**src/rtl/shift_divider.sv**
```systemverilog
// shift_divider: restoring shift-subtract divider, one quotient bit per clock.
// Ports: clk, rst_n, start, dividend, divisor -> busy, done, quotient, remainder
// (+ dbz when DIVIDER_DBZ_FLAG_EN is defined).
module shift_divider #(
   parameter int size = 6
) (
   input  logic            clk,
   input  logic            rst_n,
   input  logic            start,
   input  logic [size-1:0] dividend,
   input  logic [size-1:0] divisor,
   output logic            busy,
   output logic            done,
   output logic [size-1:0] quotient,
   output logic [size-1:0] remainder
`ifdef DIVIDER_DBZ_FLAG_EN
   ,
   output logic            dbz
`endif
);

   localparam int CW = $clog2(size + 1);

   typedef enum logic {IDLE, RUN} state_t;

   state_t          state, state_nxt;
   logic [size-1:0] dq, dvs, pr;
   logic [CW-1:0]   count;
   logic            load, last;

   logic [size:0]   shf;
   logic            ge;
   logic [size-1:0] diff, pr_nxt, dq_nxt;

   // Restoring step; the difference fits in size bits because
   // it is only kept when it is below the divisor.
   assign shf    = {pr, dq[size-1]};
   assign ge     = shf >= {1'b0, dvs};
   assign diff   = shf[size-1:0] - dvs;
   assign pr_nxt = ge ? diff : shf[size-1:0];
   assign dq_nxt = {dq[size-2:0], ge};

   assign busy = (state == RUN);

   always_ff @(posedge clk or negedge rst_n) begin
      if (!rst_n) state <= IDLE;
      else        state <= state_nxt;
   end

   always_comb begin
      state_nxt = state;
      load      = 1'b0;
      last      = 1'b0;
      unique case (state)
         IDLE: begin
            if (start) begin
               state_nxt = RUN;
               load      = 1'b1;
            end
         end
         RUN: begin
            if (count == CW'(1)) begin
               state_nxt = IDLE;
               last      = 1'b1;
            end
         end
         default: state_nxt = IDLE;
      endcase
   end

   always_ff @(posedge clk or negedge rst_n) begin
      if (!rst_n) begin
         dq        <= '0;
         dvs       <= '0;
         pr        <= '0;
         count     <= '0;
         done      <= 1'b0;
         quotient  <= '0;
         remainder <= '0;
`ifdef DIVIDER_DBZ_FLAG_EN
         dbz       <= 1'b0;
`endif
      end else begin
         done <= last;
         if (load) begin
            dq    <= dividend;
            dvs   <= divisor;
            pr    <= '0;
            count <= CW'(size);
         end else if (state == RUN) begin
            dq    <= dq_nxt;
            pr    <= pr_nxt;
            count <= count - CW'(1);
         end
         if (last) begin
            remainder <= pr_nxt;
`ifdef DIVIDER_DBZ_FLAG_EN
            quotient  <= (dvs == '0) ? '0 : dq_nxt;
            dbz       <= (dvs == '0);
`else
            quotient  <= dq_nxt;
`endif
         end
      end
   end

endmodule
```
**config.mk**
```make
export PLATFORM = sky130hd
export DESIGN_NAME = shift_divider
export DESIGN_NICKNAME = d
export VERILOG_FILES = /design/src/rtl/shift_divider.sv
export SDC_FILE = /design/constraint.sdc
export NUM_CORES = 1
export LEC_CHECK = 0
export CAP_MARGIN = 5
export CORE_UTILIZATION = 37
export CTS_CLUSTER_SIZE = 8
export DETAILED_ROUTE_END_ITERATION = 12
export SLEW_MARGIN = 30
export SYNTH_ARGS = -nofsm -noshare
export SYNTH_HDL_FRONTEND = slang
export SYNTH_SLANG_ARGS = --single-unit
```
**constraint.sdc**
```tcl
create_clock -name clk -period 6.3 [get_ports clk]
set_input_delay 1.26 -clock clk [delete_from_list [all_inputs] [get_ports clk]]
set_output_delay 1.26 -clock clk [all_outputs]
set_load 0.02 [all_outputs]
```
==> results_dict.tcl, run 1 <==
set metrics [dict create \
    setup_viol 0 \
    drc_errors 2 \
    fmax_ghz 0.3186 \
    finalHoldViolCount 0 \
    rsz0062_at_grt "no" \
    drive_gt1_share_pct 10.55 \
    cpLargestDelayFamily "flip-flops" \
    fin_nets 223 \
    cts_post_setup_buffers_inserted 0 \
    p_leak_nw 1.058 \
    synth_cell_type_count 30 \
    cp.depth 1 \
    post-route-period-util_pct 49.82 \
    ios 29 \
    cts.path.max_buffers 2 \
    grt_util_all_layers_pct 16.56 \
    num_vias 1275 \
    gp_congestion 0.8060 \
    cts_buffers 5 \
    cts_hold_buf 0 \
    cts_tree "built" \
    htreeDepth 2 \
    status "complete, but fails checks" \
    clockRootBuffer "clkbuf_8" \
    coreArea_um2 4474 \
    whs_ns 0.4748 \
    violations "DRC" \
    viasPerCell 5.080 \
    tightest_slew_ns 0.7862 \
    vdd_drop_max_mv 0.2402 \
    setup_tns_ns 0 \
    cp_num_buf_inv 1 \
    fp.dieW_um 71.20 \
    grt_pass1_vias 1396 \
    grt-ovfl-total 0 \
    max_stage_delay_ns 0.86 \
    reg2reg_depth 6 \
    syn_area_um2 1772 \
    skew_ns 0.005463 \
    drv_slew 0 \
    required_ns 5.04 \
    synthCells 170 \
    port_buffers 28 \
    synth.avg_cell_area_um2 10.42 \
    mostFrequentLayoutCells "35 x dfrtp_1, 34 x nand2_1, 28 x clkdlybuf4s50_1, 14 x o21ai_0, 12 x inv_1" \
    cts.clk_slew.worst_paths_ns 0.08 \
    drt_wl_total_um 3636 \
    fin_util_pct 49.61 \
    yosys_warnings 0 \
    worst-setup-path-type "register to primary output" \
    ant_nets 0 \
    rows 24 \
    path_cells "clkdlybuf4s50_1" \
    start_util_pct 39.60 \
    post_drt_wl_per_cell_um 14.49 \
    synth_seq_cells 35 \
    firstDrtPassIters 8 \
    power_density_nw_per_um2 668.5 \
    cp-start-kind "register" \
    max-slew-margin-rel_pct 47.59 \
    dieArea_um2 5069 \
    min_path_type "register to register" \
    drtIter0Drc 66 \
    antenna_found_initial 0 \
    max_cap_viol_count 0 \
    area_growth_pct 25.28 \
    whs_path_depth 2 \
    min_period_ns 3.138 \
    arrival_ns 1.88 \
    cp-end-kind "primary output" \
    cts.sinks 35 \
    grt_max_degree 36 \
    critical_path.max_fanout 26 \
    fp.dieH_um 71.20 \
    grt_pass1_wl_um 6492 \
    seq_area_frac_synth_pct 49.44 \
    cts_resized 0 \
    antenna_cells 0 \
    hpwlAfterDp_um 2529 \
    clock_latency_ns 0.28 \
    final_common_cell "dfrtp_1" \
    syn-num-nets 195 \
    slowest_stage "dfrtp_1" \
]
-- logic make-up (layout without fill, tap and decap cells) --
kind of cell | Yosys count | after routing | share of synthesized area, %
flip-flops | 35 | 35 | 49.44
AND/OR/NAND/NOR | 48 | 48 | 11.37
AO/OA/AOI/OAI | 34 | 34 | 12.08
multiplexers | 18 | 18 | 12.57
XOR/XNOR | 4 | 4 | 1.978
adder cells (fa/ha/maj) | 10 | 10 | 7.486
buffers and inverters | 21 | 50 | 5.084
-- metal layers --
layer	global-route usage (%)	up-vias	part of all wire, %
li1	-	626	-
met1	21.46	627	48
met2	27.51	20	48
met3	4.131	2	3.3
met4	4.667	0	0.52
met5	0	-	0
-- worst min-delay path, delay by kind of cell (launching register included) --
kind	cells	cell delay [ns]
flops	1	0.35
simple gates	2	0.10
-- per-stage QoR --
step           instance area (um^2)  power [mW]  setup WS [ns]  cells
6_report                       2220       1.484          3.162    251
5_1_grt                        2220       1.603          3.048    251
4_1_cts                        2220       1.493          3.143    251
3_5_place_dp                   2083       1.240          3.080    243
3_3_place_gp                   2083       1.204          3.212    243
2_1_floorplan                  1772       1.035          3.990    170
-- worst paths after layout --
kind,endpoint,from,slack (ns)
max,busy,busy,3.16
min in group asynchronous,dvs[5],rst_n,1.38
max reg2reg,remainder[1],pr[1],4.03
max in group asynchronous,count[1],rst_n,4.60
min reg2reg,quotient[1],quotient[1],0.47
min,quotient[1],quotient[1],0.47
-- synthesized netlist by cell type --
cell      count  share of area (%)
clkbuf_1      4               0.85
a311oi_1      1               0.49
nand2b_1      2               0.71
or2_1         1               0.35
a2111o_1      1               0.64
mux2_2        2                1.3
nor2_1        5                1.1
xnor2_1       2               0.99
o21ai_1       3               0.85
inv_1        12                2.5
nand2_1      34                7.2
buf_2         3               0.85
ha_1          9                6.4
nor3_1        2               0.56
a22o_1        5                2.5
mux2i_1       8                4.5
a21o_1        1               0.42
a21oi_1       6                1.7
nor2b_1       3                1.1
o21ai_0      14                4.0
fa_1          1                1.1
inv_2         1               0.21
xor2_1        2               0.99
mux2_4        8                6.8
a21oi_2       1               0.49
dfrtp_1      35                 49
o311ai_1      1               0.49
nor3b_1       1               0.42
buf_6         1               0.64
a41o_1        1               0.56
-- area by class of cell --
type                       count  area [um^2]
clock buffer                   5        68.82
clock inverter                 3        67.56
fill                         396         2255
inverter                      13        48.80
multi-input combinational    114        805.8
sequential                    35        875.8
tap                           52        65.06
timing repair buffer          29        287.8
-- report_power, final --
part | internal [mW] | leakage (nW) | switching (mW)
Combinational | 0.407 | 0.573 | 0.400
Sequential | 0.344 | 0.420 | 0.0912
Clock | 0.158 | 0.0644 | 0.0836
Total | 0.909 | 1.06 | 0.575
-- flip-flops by register name, indices dropped and copies added, names as in the netlist --
| signal | cells |
|---|---|
| dq | 6 |
| dvs | 6 |
| pr | 6 |
| quotient | 6 |
| remainder | 6 |
| count | 3 |
| busy | 1 |
| done | 1 |
Note: power is estimated with default switching activity, not from simulation.
==> run 2: changes to the inputs <==
Clock period 6.3 ns to 3 ns, I/O delays scaled along.
==> run 2 against run 1 <==
  * The run still ends with DRC left
  * Clock skew grew 0.0011 ns
  * Total power grew 110%
  * Clock-buffer cell count is the same
  * Sequential power grew 110%
  * Highest routed layer unchanged
  * Combinational power grew 110%
  * Routed wire length grew 0.69%
  * Design area grew 0.68%
  * Final cell count grew 0.80%
  * Core utilization grew 0.34 points
  * Register-to-register slack lost 3.3 ns
  * First-iteration DRC count shrank 1.5%
  * Critical endpoint is now remainder[1]
==> results_dict.tcl, run 2 (synthesized netlist as in run 1, its figures left out) <==
set metrics [dict create \
    num_vias 1304 \
    r2r_start "pr[1]" \
    required_ns 3.17 \
    cellInternalPower_mw 1.923 \
    start_util_pct 39.60 \
    seqPwrFrac_pct 28.4 \
    post-route-period-util_pct 75.53 \
    skew_ns 0.006575 \
    firstDrtPassIters 8 \
    drv_slew 0 \
    cp_num_buf_inv 0 \
    tightest_slew_ns 0.5158 \
    final_common_cell "dfrtp_1" \
    dp_cells 245 \
    fin_cells 253 \
    hpwlAfterDp_um 2629 \
    gp_congestion 0.7984 \
    cp-end-kind "register" \
    cts_hold_buf 0 \
    fin_nets 225 \
    cts.path.max_buffers 2 \
    drt_wl_total_um 3661 \
    p_comb_share_pct 55.1 \
    max_cap_viol_count 0 \
    setup_tns_ns 0 \
    slowest_stage "a41o_1" \
    port_buffers 28 \
    grt_max_degree 36 \
    clock_latency_ns 0.29 \
    grt_util_all_layers_pct 16.09 \
    finalHoldViolCount 0 \
    status "complete, but fails checks" \
    cts_tree "built" \
    violations "DRC" \
    viasPerCell 5.154 \
    ios 29 \
    rsz0062_at_grt "no" \
    cts.clk_slew.worst_paths_ns 0.08 \
    cpLargestDelayFamily "compound AO/OA/AOI/OAI gates" \
    min_path_type "register to register" \
    critical_path.max_fanout 8 \
    crit_top_cell "mux2_4" \
    cts.sinks 35 \
    worst-setup-path-type "register to register" \
    antenna_cells 0 \
    coreArea_um2 4474 \
    cts_resized 0 \
    fmax_ghz 0.4413 \
    arrival_ns 2.44 \
    grt-ovfl-total 0 \
    cp-startpoint "pr[1]" \
    grt_pass1_wl_um 6265 \
    p_leak_nw 1.067 \
    cp-start-kind "register" \
    power_density_nw_per_um2 1406 \
    cts_buffers 5 \
    antenna_found_initial 0 \
    p_sw_share_pct 38.78 \
    htreeDepth 2 \
    rows 24 \
    p_sw_mw 1.218 \
    ant_nets 0 \
    drc_errors 2 \
    drive_gt1_share_pct 11.44 \
    max_stage_delay_ns 0.48 \
    clockRootBuffer "clkbuf_8" \
    grt_pass1_vias 1308 \
    min_from "quotient[5]" \
    area_growth_pct 26.13 \
    power_frac_clock_pct 16.5 \
    cts_post_setup_buffers_inserted 0 \
    vdd_drop_max_mv 0.6680 \
    fp.dieW_um 71.20 \
    whs_ns 0.4769 \
    drtIter0Drc 65 \
    setup_viol 0 \
    post_drt_wl_per_cell_um 14.47 \
    dieArea_um2 5069 \
    max-slew-margin-rel_pct 65.49 \
    path_cells "ha_1, nand2_1, o21ai_1, a41o_1, mux2_4, mux2_4" \
    min_period_ns 2.266 \
    mostFrequentLayoutCells "35 x dfrtp_1, 34 x nand2_1, 28 x clkdlybuf4s50_1, 14 x o21ai_0, 12 x inv_1" \
    fp.dieH_um 71.20 \
]
run 2: cell types whose count changed in the layout (fill, tap and decap cells not counted):
cell	before	now
buf_4	1	3
run 2: metal layers:
layer / vias to the layer above / GRT usage (%) / routed length [um]
met3: 5 / 4.274 / 134
met1: 640 / 19.78 / 1678
met4: 0 / 6.000 / 58
li1: 629 / - / -
met2: 30 / 27.09 / 1790
met5: - / 0 / 0
run 2: tightest hold or removal path: stages, from the launching register on:
cell     delay (ns)
dfrtp_1        0.34
nand2_1        0.05
nand2_1        0.05
run 2: final cells by class:
class | instances | area [um^2]
fill | 402 | 2240
sequential | 35 | 875.8
multi-input combinational | 114 | 805.8
timing repair buffer | 31 | 302.8
clock buffer | 5 | 68.82
clock inverter | 3 | 67.56
tap | 52 | 65.06
inverter | 13 | 48.80
run 2: worst paths after layout:
kind	endpoint	slack (ns)	cells after the start
worst min-delay path	quotient[5]	0.48	2
worst min register to register	quotient[5]	0.48	2
max in group asynchronous	quotient[2]	1.96	2
min in group asynchronous	dvs[1]	0.73	2
worst max-delay path	remainder[1]	0.73	6
worst max register to register	remainder[1]	0.73	6
run 2: stage by stage:
stage	worst slack [ns]	power (mW)	cell area, um^2	util [%]
global placement	0.7663	2.559	2098	46.90
floorplan	0.9841	2.173	1772	-
finish	0.7342	3.141	2235	49.94
detailed placement	0.7351	2.631	2098	46.90
CTS	0.7311	3.162	2235	49.94
global route	0.5803	3.395	2235	49.94
run 2: power groups by stage:
stage               Clock (mW)  Combinational, mW  Sequential (mW)
finish                   0.518               1.73            0.892
CTS                      0.522               1.75            0.893
detailed placement           0               1.73            0.899
floorplan                    0               1.22            0.954
global placement             0               1.67            0.889
global route             0.545               1.92            0.927
